[src/rtl/wb_stage_pkg.sv]
// wb_stage_pkg: LC-3b word/register types, writeback select, NZP codes and WB entry record
package wb_stage_pkg;
  typedef logic [15:0] lc3b_word;
  typedef logic [2:0] lc3b_reg;
  typedef logic [2:0] lc3b_nzp;
  typedef enum logic [1:0] {
    WBSEL_ALU  = 2'b00,
    WBSEL_MEMW = 2'b01,
    WBSEL_MEMB = 2'b10,
    WBSEL_PC   = 2'b11
  } lc3b_wbsel;
  localparam lc3b_nzp NZP_RESET = 3'b010;
  typedef struct packed {
    logic valid;
    logic ld_regfile;
    logic ld_cc;
    lc3b_reg dest;
    lc3b_wbsel wbsel;
    lc3b_word alu_out;
    lc3b_word rdata;
    logic byte_hi;
    lc3b_word pc_plus2;
  } wb_entry_t;
endpackage

[src/rtl/wb_stage_gencc.sv]
// gencc: word -> one-hot NZP (n=bit15 set, z=zero, p=otherwise); ports word in, nzp out
module gencc
  import wb_stage_pkg::*;
(
  input  logic [15:0] word,
  output logic [2:0]  nzp
);
  assign nzp = word[15] ? 3'b100 : (word == 16'h0000) ? 3'b010 : 3'b001;
endmodule

[src/rtl/wb_stage.sv]
// wb_stage: MEM/WB register + writeback mux, regfile write port, forwarding tap, NZP register, retired counter
module wb_stage
  import wb_stage_pkg::*;
#(
  parameter int CNT_WIDTH = 16
) (
  input  logic                 clk,
  input  logic                 reset,
  input  logic                 stall,
  input  logic                 flush,
  input  logic                 mem_valid,
  input  logic                 mem_ld_regfile,
  input  logic                 mem_ld_cc,
  input  logic [2:0]           mem_dest,
  input  logic [1:0]           mem_wbsel,
  input  logic [15:0]          mem_alu_out,
  input  logic [15:0]          mem_rdata,
  input  logic                 mem_byte_hi,
  input  logic [15:0]          mem_pc_plus2,
  output logic                 regfile_load,
  output logic [2:0]           regfile_dest,
  output logic [15:0]          regfile_in,
  output logic                 wb_fwd_valid,
  output logic [2:0]           wb_fwd_dest,
  output logic [15:0]          wb_fwd_data,
  output logic [2:0]           cc_out,
  output logic [CNT_WIDTH-1:0] retired
);
  wb_entry_t wb, nxt;
  lc3b_nzp cc, nzp;
  lc3b_word wdata;
  logic [CNT_WIDTH-1:0] cnt;
  always_comb begin
    nxt = '{valid: mem_valid & ~flush, ld_regfile: mem_ld_regfile, ld_cc: mem_ld_cc,
            dest: mem_dest, wbsel: lc3b_wbsel'(mem_wbsel), alu_out: mem_alu_out,
            rdata: mem_rdata, byte_hi: mem_byte_hi, pc_plus2: mem_pc_plus2};
    wdata = (wb.wbsel == WBSEL_ALU)  ? wb.alu_out :
            (wb.wbsel == WBSEL_MEMW) ? wb.rdata :
            (wb.wbsel == WBSEL_MEMB) ? {8'h00, wb.byte_hi ? wb.rdata[15:8] : wb.rdata[7:0]} :
                                       wb.pc_plus2;
  end
  gencc u_gencc (
    .word(wdata),
    .nzp (nzp)
  );
  // A stalled entry stays in WB but retires (and sets NZP) only on the release edge.
  always_ff @(posedge clk) begin
    if (reset) begin
      wb  <= '0;
      cc  <= NZP_RESET;
      cnt <= '0;
    end else if (!stall) begin
      wb <= nxt;
      if (wb.valid) cnt <= cnt + CNT_WIDTH'(1);
      if (wb.valid && wb.ld_cc) cc <= nzp;
    end
  end
  assign regfile_load = wb.valid & wb.ld_regfile;
  assign regfile_dest = wb.dest;
  assign regfile_in   = wdata;
  assign wb_fwd_valid = regfile_load;
  assign wb_fwd_dest  = regfile_dest;
  assign wb_fwd_data  = regfile_in;
  assign cc_out       = cc;
  assign retired      = cnt;
endmodule

[config.mk]
export PLATFORM = sky130hd
export DESIGN_NAME = wb_stage
export DESIGN_NICKNAME = d
export VERILOG_FILES = /design/src/rtl/wb_stage_pkg.sv /design/src/rtl/wb_stage_gencc.sv /design/src/rtl/wb_stage.sv
export SDC_FILE = /design/constraint.sdc
export NUM_CORES = 1
export LEC_CHECK = 0
export CAP_MARGIN = 20
export CORE_MARGIN = 1.5
export CORE_UTILIZATION = 41
export CTS_CLUSTER_SIZE = 28
export DETAILED_ROUTE_END_ITERATION = 6
export PLACE_DENSITY = 0.83
export RECOVER_POWER = 100
export SYNTH_ARGS = -nofsm -noshare
export SYNTH_HDL_FRONTEND = slang
export SYNTH_SLANG_ARGS = --single-unit
[constraint.sdc]
create_clock -name clk -period 1.9 [get_ports clk]
set_input_delay 0.38 -clock clk [delete_from_list [all_inputs] [get_ports clk]]
set_output_delay 0.38 -clock clk [all_outputs]
set_load 0.05 [all_outputs]
# == Word level (Yosys, flattened, before mapping) ==
# Cells that the tools add are included.
# word_totals
in_bits,61
reg_bits,76
# op_classes
n_mux,6
n_reduce_logical,5
n_eq_ne,2
addsub,1
bitwise,4
# ops
cell,n
16-bit two-way mux,3
16-bit by 1-bit adder with 16-bit output (second input constant),1
16-bit zero test,1
8-bit two-way mux,1
2-bit AND reduction,2
3-bit two-way mux,1
1-bit AND,2
2-bit by 1-bit equality test with 1-bit output (second input constant),1
2-bit equality test (second input constant),1
2-bit zero test,1
2-bit two-way mux,1
1-bit inverter,2
1-bit logical AND,1

# == Depth between registers and ports, before layout ==
# Gate-level depths: netlist of run 1.
# logic_depth
depth_word,7
mapped_depth,8
mapped_depth_nobuf,6

# == Modules after synthesis ==
# A second synthesis of run 1 with hierarchy kept.
# unflattened
cells_unflattened,358
area_unflattened_um2,3515.9
# by_module_without_submodules
mod,instances,cells_each,area_per_inst_um2
wb_stage,1,351,3465.8
gencc,1,7,50.0

# == Worst setup path after synthesis of run 1 ==
# OpenSTA, ideal clock, no wires.
# synth_timing
path_type,register -> output
from,register wb[49] in the netlist's numbering
to,output wb_fwd_data[1]
stages_incl_launch_ff,6
n_path_buf,3
setup_slack_ns,-0.844
t_arrival_ns,2.364
path_cell_list,dfxtp_1 > buf_6 > buf_2 > nand2b_1 > o21ai_0 > buf_4
# synth_between
elab_chain_cells,4
word_cells_on_any_way,6
# synth_rtl
item,line_no,source
"start, declared",wb_stage.sv:29,"wb_entry_t wb, nxt;"
"start signal, assigned",wb_stage.sv:53,wb <= nxt;
2-bit equality test,wb_stage.sv:39,"(wb.wbsel == WBSEL_MEMB) ? {8'h00, wb.byte_hi ? wb.rdata[15:8] : wb.rdata[7:0]} :"
16-bit two-way mux,wb_stage.sv:39,
16-bit two-way mux,wb_stage.sv:38,(wb.wbsel == WBSEL_MEMW) ? wb.rdata :
16-bit two-way mux (*),wb_stage.sv:37,wdata = (wb.wbsel == WBSEL_ALU) ? wb.alu_out :
"end, declared",wb_stage.sv:25,"output logic [15:0] wb_fwd_data,"
# Mark *: on every way between the ends. The rest lies on a longest branch, timed or not.

# == Final worst setup path of run 1 ==
# layout_timing
from,register wb[49] in the netlist's numbering
to,register cc[0] (netlist: cc_out[0])
# layout_between
elab_chain_cells,7
word_cells_on_any_way,9
# layout_rtl
item,line_no,source
2-bit equality test,wb_stage.sv:39,
16-bit two-way mux,wb_stage.sv:39,
16-bit two-way mux,wb_stage.sv:38,
16-bit two-way mux (*),wb_stage.sv:37,
16-bit zero test,wb_stage_gencc.sv:8,assign nzp = word[15] ? 3'b100 : (word == 16'h0000) ? 3'b010 : 3'b001;
2-bit two-way mux,wb_stage_gencc.sv:8,
3-bit two-way mux (*),wb_stage_gencc.sv:8,
"end signal, assigned",wb_stage.sv:55,if (wb.valid && wb.ld_cc) cc <= nzp;
"end, declared",wb_stage.sv:30,"lc3b_nzp cc, nzp;"
# Marked as above.
# A chain may end at the register's enable or synchronous reset.

==> results of run 1 <==
[cell usage after synthesis, types with 2 or more instances]
| cell | number | area (um2) |
|---|---|---|
| o21ai_0 | 20 | 100.1 |
| clkbuf_1 | 11 | 41.29 |
| nor2_1 | 82 | 307.8 |
| nor4_1 | 2 | 12.51 |
| a21oi_1 | 7 | 35.03 |
| dfxtp_1 | 76 | 1521 |
| nor3_1 | 3 | 15.01 |
| xor2_1 | 11 | 96.34 |
| nand4_1 | 5 | 31.28 |
| a31oi_1 | 2 | 12.51 |
| buf_2 | 5 | 25.02 |
| nand2_1 | 20 | 75.07 |
| xnor2_1 | 4 | 35.03 |
| nand3_1 | 7 | 35.03 |
| buf_4 | 25 | 187.7 |
| or4_1 | 3 | 22.52 |
| buf_1 | 4 | 15.01 |
| inv_1 | 3 | 11.26 |
| mux2i_1 | 81 | 810.8 |
| buf_6 | 2 | 22.52 |
[area by class of cell]
class,instances,area (um2),share of cell area
clock inverter,7,98.84,0.01751
timing repair buffer,162,1729,0.3063
sequential,76,1534,0.2717
multi-input combinational,264,2017,0.3573
tap,105,131.4,0.02327
inverter,3,11.26,0.001995
clock buffer,9,123.9,0.02194
[where the power goes]
part,internal [mW],switching (mW)
Clock,0.746,0.636
Combinational,0.562,0.560
Sequential,1.66,0.0705
[per-stage QoR]
step           worst slack [ns]  std cells  utilization  hold WS [ns]
6_report                -0.1913        626       0.6802        0.4350
5_1_grt                 -0.2794        626       0.6802        0.4608
4_1_cts                 -0.1753        625       0.6804        0.4397
3_5_place_dp            -0.1875        605       0.6427        0.4833
3_3_place_gp            -0.1673        605       0.6427        0.4666
2_1_floorplan           -0.1398        389            -        0.4548
[worst reg2reg max path, delay by kind of cell (launching register included)]
kind	cells	cell delay, ns
and+or+nand+nor	1	0.44
buffers and inverters	2	0.32
DFF	1	0.38
muxes	1	0.27
AOI/OAI and AO/OA	3	0.57
[flip-flops by register name, summed over array words and instances (netlist names)]
| name | count |
|---|---|
| cc_out | 3 |
| retired | 16 |
| regfile_dest | 3 |
| wb | 54 |
[what timing repair did]
action                     4_1_cts  5_1_grt
resized for setup               32       19
setup buffers                    5        1
pin swaps                        7        5
setup endpoints to repair       43       35
cloned                           1        0
[kinds of logic after synthesis]
| kind of cell | after synthesis |
|---|---|
| AND/OR/NAND/NOR | 131 |
| flip-flops | 76 |
| XOR/XNOR | 15 |
| buffers and inverters | 50 |
| AO/OA/AOI/OAI | 35 |
| multiplexers | 81 |
| adder cells (fa/ha/maj) | 1 |
[routing by layer]
layer,vias up,GRT usage
met5,-,0
met4,0,0.08946
met3,13,0.05687
met2,103,0.3762
met1,1492,0.2729
li1,1557,-
[worst paths after layout]
check / startpoint / endpoint / slack (ns)
setup / recovery: wb[49] / cc_out[0] / -0.19
hold / removal: reset / retired[8] / 0.44
setup reg to reg: wb[49] / cc_out[0] / -0.19
hold reg to reg: wb[55] / wb[55] / 0.50
==> impl_results.md, run 1 <==
* Fillers at approximately 630
* Synth Instances at 389
* Critical path endpoint category: flip-flop
* Core box area at 8299 um2
* Seq cells post-synth at 76
* Wl on met1 at 4258 um
* Number of hold buffers added after cts at 0
* CP startpoint kind: flip-flop
* Worst skew pair latency at roughly 0.35 ns
* Top_reg_cell synth: dfxtp_1
* Async SR Flop Fraction at 0
* Input/output buffers at 119
* Largest net degree at the start of global routing at a little under 60
* Vias in the first global route at between 3,000 and 4,000
* VDD IR max at 0.4704 mV
* CTS root buffer: clkbuf_8
* Worst endpoint data arrival time at 2.31 ns
* Initial antenna violation count at 0
* Hold Crit Depth at 2
* Static Leakage at 2.340 nW
* GRT overflow at 0
* Setup TNS at -3.619 ns
* Worst R2R Path Depth at 7
* WS Path Type: reg -> reg
* DRC violations left at 0
* Mux contribution to synthesized area at 0.2287
* Synth Area per Inst at 9.115 um2
* Clock Sinks at 76
* Commonest non-fill, non-tap cell in the layout: nor2_1
* FP Rows at 33
* Met2 Routed Length at 4946 um
* Layout net count at 578
* Placed Area at 5334 um2
* Max Slew Vio Count at 0
* GPL Wtd Cong at 0.8693
* Max Freq at 478.2 MHz
* RSZ-0062 raised after global routing: true
* Die ar. at 9215 um2
* Final hold viol count at 0
* Worst Path Max Fanout at 7
* Simple-gate share of the synthesized area at 0.1591
* Tot GR Track Use at 0.2241
* Sequential share of the synthesized area at 0.4291
* Hold/Removal Path Class: in -> reg
* Final WS setup at -0.1913 ns
* CTS tree: done
* Drt wl/cell at 15.92 um
* Cts bufs inserted at 9
* Post-route cell area at around 5600 um2
* CP required at around 2.1 ns
* Outcome: finished with violations
* Detail Placement HPWL at 7116 um
* WP depth at 7
* PD cells at 750.9 nW/um2
* Library cells used by synthesis at 36
* Syn Nets at 451
* Least-Margin Pin Slew at 1.040 ns
* Synth Area in Compound Gates at 0.05716
* Syn Std Cell Area at 3546 um2
* Min cycle time layout at 2.091 ns
* Post-Synth XOR/XNOR Area at 0.03705
* Clock transition at path regs at 0.09 ns
* Crit-path cells: buf_8, buf_4, mux2i_2, o21ai_2, or4_4, a2111oi_4, o41ai_1
* CP peak stage delay at roughly 0.44 ns
* Routed WL at 9963 um
* Final Cycle Share at 1.101
* Vias/cell at approximately 5.1
* CTS Buffer Depth at 2
* Initial cell density of the core at 0.4273
* Post-synthesis adder-cell area fraction at 0.003529
* Buffer and inverter count on the worst path at 2
* Slew Limit Headroom at 0.3068
* Die W at 96.00 um
* Most frequent cells in the layout: 82 x nor2_1, 73 x mux2i_1, 70 x dfxtp_1, 58 x clkdlybuf4s50_1, 33 x buf_12
* Kind of cell adding the most delay to the critical path: compound AO/OA/AOI/OAI gates
* Largest family of logic cells by synthesized area: multiplexers
* Number of flops mapped to enable cells by yosys at 0
* Pre-antenna DRT Iters at 4
* Clock Skews at 0.009646 ns
* Max layer used: met4
* Die Ht at 96.00 um
* Vias at 3,165
* Metal3 WL at ~610 um
* First-pass GRT wire length at 15,730 um
* Layout cell share with drive strength beyond 1 at 0.2591
* Slowest cell on the critical path: or4_4
* Yosys Warn Count at 0
* Area Growth Syn to Fin at 59.21%
* Final Power at about 4.2 mW
* # IOs at 120
* DR iter-0 viols at 105
* Antenna-violating nets left at 0
* Ant diodes at 0
* Finish-stage setup viols at 26
* Htree depth at 3
* Failing checks: negative setup slack
* Max-Cap Viols at 0
Note: power is estimated with default switching activity, not from simulation.
==> inputs of run 2 (changes only) <==
--- a/config.mk
+++ b/config.mk
@@ -14,4 +14,5 @@
 export RECOVER_POWER = 100
 export SYNTH_ARGS = -nofsm -noshare
 export SYNTH_HDL_FRONTEND = slang
+export SYNTH_HIERARCHICAL = 1
 export SYNTH_SLANG_ARGS = --single-unit
==> run 2 against run 1 <==
Against the previous run: the flow still finishes with violations (negative setup slack); non-clock buffer count up 5; sequential share of layout area fell by 0.39 points; worst hold slack got worse by 0.075 ns; combinational power is 4% higher; first-iteration DRC count rose by 30%; clock-buffer cell count rose by 1; utilization rose by 1.1 points; die area is 0.82% lower; via count shrank 0.25%; final cell count shrank 4.5%; critical path type is now reg -> out; largest cell class unchanged.
==> impl_results.md, run 2 <==
* Number of flops mapped to enable cells by yosys at 0 (unchanged)
* Finish-stage setup viols at 34 (+31%)
* Worst endpoint data arrival time at 1.94 ns (-0.37 ns)
* Failing checks: negative setup slack
* Met2 Resource Use GR at 0.4354 (+0.05927)
* Worst R2R Path Depth at 8 (+1)
* Area Growth Syn to Fin at 62.38%
* CTS tree: done
* Share of the synthesized area in the top cell type at 0.4327 (+0.003665)
* Most numerous cell in the Yosys netlist: dfxtp_1
* Clock Sinks at 76 (unchanged)
* End of the critical path: wb_fwd_data[3]
* CP required at 1.52 ns (-0.60 ns)
* Vias in the first global route at 3,188 (+0.69%)
* Hold Crit Depth at 3 (+1)
* Worst r2r dst: cc_out[0]
* Synth Instances at 358 (-8.0%)
* Worst Path Max Fanout at 5 (-2)
* Clock Skews at 0.01131 ns (+0.001662 ns)
* FP Rows at 33 (unchanged)
* Top cells by count, synth: 76 x dfxtp_1, 68 x nor2_1, 65 x mux2i_1, 24 x buf_4, 18 x nand2_1
* Max Freq at 432.0 MHz (-9.7%)
* CP peak stage delay at 0.50 ns (+0.06 ns)
* Core box area at 8258 um2 (-0.50%)
* Library cells used by synthesis at 34 (-5.6%)
* Largest net degree at the start of global routing at 59 (unchanged)
* Tot GR Track Use at 0.2421 (+0.01798)
* Die Ht at 95.60 um (-0.41%)
* Initial cell density of the core at 0.4258 (-0.001500)
* WS Path Type: reg -> out
* Number of hold buffers added after cts at 0 (unchanged)
* Seq cells post-synth at 76 (unchanged)
* Max Slew Vio Count at 0 (unchanged)
* Htree depth at 3 (unchanged)
* Critical path endpoint category: primary output
* Vias/cell at 5.279 (+4.4%)
* First-pass GRT wire length at 16,500 um (+4.9%)
* GRT overflow at 0 (unchanged)
* Grt met1 use at 0.2686 (-0.004240)
* Final hold viol count at 0 (unchanged)
* Dominant cells by area after synthesis: dfxtp_1 43%, mux2i_1 19%, nor2_1 7.3%
* Routed WL at 10,820 um (+8.6%)
* CP startpoint kind: flip-flop
* DRC violations left at 0 (unchanged)
* GPL Wtd Cong at 0.8417 (-3.2%)
* CTS root buffer: clkbuf_8
* Initial antenna violation count at 0 (unchanged)
* Min cycle time layout at 2.315 ns (+0.2238 ns)
* Crit-path cells: buf_6, mux2_4, mux4_2, buf_6, buf_12
* Input/output buffers at 119 (unchanged)
* Top_reg_cell synth: dfxtp_1
* Slowest cell on the critical path: mux4_2
* Static Leakage at 2.448 nW (+4.6%)
* DR iter-0 viols at 136 (+30%)
* Pre-antenna DRT Iters at 4 (unchanged)
* Die ar. at 9139 um2 (-0.82%)
* Drt wl/cell at 18.10 um (+14%)
* Slew Limit Headroom at 0.3359 (+0.02903)
* VDD IR max at 0.4358 mV (-7.3%)
* Crit Reg-Reg Startpoint: wb[16]
* Synth area leader: dfxtp_1
* PD cells at 739.8 nW/um2 (-1.5%)
* Syn Std Cell Area at 3516 um2 (-0.85%)
* Yosys Warn Count at 6 (+6)
* Commonest non-fill, non-tap cell in the layout: dfxtp_1
* R2R setup slack at -0.42 ns (-0.22 ns)
* Cts bufs inserted at 9 (unchanged)
* Worst skew pair latency at 0.35 ns (about the same)
* Min Hold Slack at 0.3602 ns (-0.07480 ns)
* Final Power at 4.224 mW (-0.37%)
* Critical path origin: wb[16]
* Most used routing layer: met2
* # IOs at 120 (unchanged)
* Async SR Flop Fraction at 0 (unchanged)
* Detail Placement HPWL at 7253 um (+1.9%)
* Vias at 3,157 (-0.25%)
* Max reg flops at 54 (unchanged)
* Antenna-violating nets left at 0 (unchanged)
* GR Util met3 at 0.05024 (-0.006633)
* Final Cycle Share at 1.218 (+0.1178)
* RSZ-0062 raised after global routing: true
* Hold/Removal Path Class: in -> reg
* Die W at 95.60 um (-0.41%)
* Fillers at 602 (-5.0%)
* Max-Cap Viols at 0 (unchanged)
* Syn Nets at 420 (-6.9%)
* Largest register by flop count: wb
* Outcome: finished with violations
* Clock transition at path regs at 0.08 ns (about the same)
* CTS Buffer Depth at 2 (unchanged)
* Layout net count at 551 (-4.7%)
* Most frequent cells in the layout: 72 x dfxtp_1, 68 x nor2_1, 59 x mux2i_1, 56 x clkdlybuf4s50_1, 39 x buf_12
* Layout cell share with drive strength beyond 1 at 0.2860 (+0.02689)
* Sequential share of the synthesized area at 0.4327 (+0.003665)
* Final WS setup at -0.4151 ns (-0.2238 ns)
* Synth Area per Inst at 9.821 um2 (+7.7%)
* Least-Margin Pin Slew at 0.9962 ns (-0.04355 ns)
* Ant diodes at 0 (unchanged)
* Critical Path Most Common Cell: buf_6
==> run 2: cell types whose count changed after synthesis, sizes merged, moves of 4 or more <==
| cell | previous run | this run |
|---|---|---|
| mux2 | 0 | 8 |
| mux2i | 81 | 65 |
| mux4 | 0 | 8 |
| nor2 | 82 | 68 |
| o21ai | 21 | 11 |
| xor2 | 11 | 7 |
==> run 2: worst min path at each step <==
stage,startpoint,to,slack [ns]
6_report,reset,retired[11],0.36
2_1_floorplan,wb[55],wb[55],0.45
3_3_place_gp,cc_out[2],cc_out[2],0.45
4_1_cts,stall,wb[56],0.34
5_1_grt,reset,retired[11],0.39
3_5_place_dp,cc_out[0],cc_out[0],0.46
==> run 2: per-stage QoR <==
step | setup WS, ns | setup TNS (ns) | area, um2 | instances | utilization
2_1_floorplan | -0.2521 | -1.374 | 3671 | 358 | -
3_3_place_gp | -0.2073 | -0.8298 | 5219 | 568 | 0.6320
3_5_place_dp | -0.2896 | -1.376 | 5219 | 568 | 0.6320
4_1_cts | -0.3935 | -9.439 | 5767 | 593 | 0.6983
5_1_grt | -0.4536 | -10.28 | 5709 | 598 | 0.6914
6_report | -0.4151 | -8.904 | 5709 | 598 | 0.6914
==> run 2: cell type report <==
class                   count  area, um2  area share
clock inverters             5      77.57     0.01359
multi-input cells         234       1953      0.3421
clock buffers              10      127.6     0.02235
well taps                 105      131.4     0.02301
flip-flops and latches     76       1529      0.2678
inverters                   1      3.754   0.0006575
repair buffers            167       1887      0.3305
==> run 2: what timing repair did <==
action,4_1_cts,5_1_grt
cloned,1,0
endpoints found under the setup margin,40,37
gates resized for setup,63,7
endpoints found under the hold margin,0,0
pin swaps,6,0
setup buffers,9,6
==> run 2: per-layer routing <==
metal	up-vias	share of wire
met5	-	0
li1	1473	-
met3	31	0.053
met1	1548	0.38
met2	105	0.53
met4	0	0.038
==> run 2: cell families after synthesis <==
| family | count (synthesis) | synth area share |
|---|---|---|
| and+or+nand+nor | 120 | 0.1598 |
| adders and majority gates | 1 | 0.003558 |
| AOI/OAI and AO/OA | 22 | 0.03487 |
| DFF | 76 | 0.4327 |
| xor gates and xnor gates | 10 | 0.02491 |
| muxes | 81 | 0.2619 |
| buffers and inverters | 48 | 0.08220 |
==> run 2: power by group <==
| group | internal [mW] | switching (mW) | leakage, nW | total (mW) |
|---|---|---|---|---|
| Clock | 0.729 | 0.593 | 0.102 | 1.32 |
| Combinational | 0.614 | 0.556 | 1.72 | 1.17 |
| Sequential | 1.66 | 0.0673 | 0.626 | 1.73 |
==> run 2: critical path: cells and delay by family (launching register included) <==
family	cells	cell delay [ns]
mux	2	0.80
buf+inv	3	0.43
flops	1	0.35
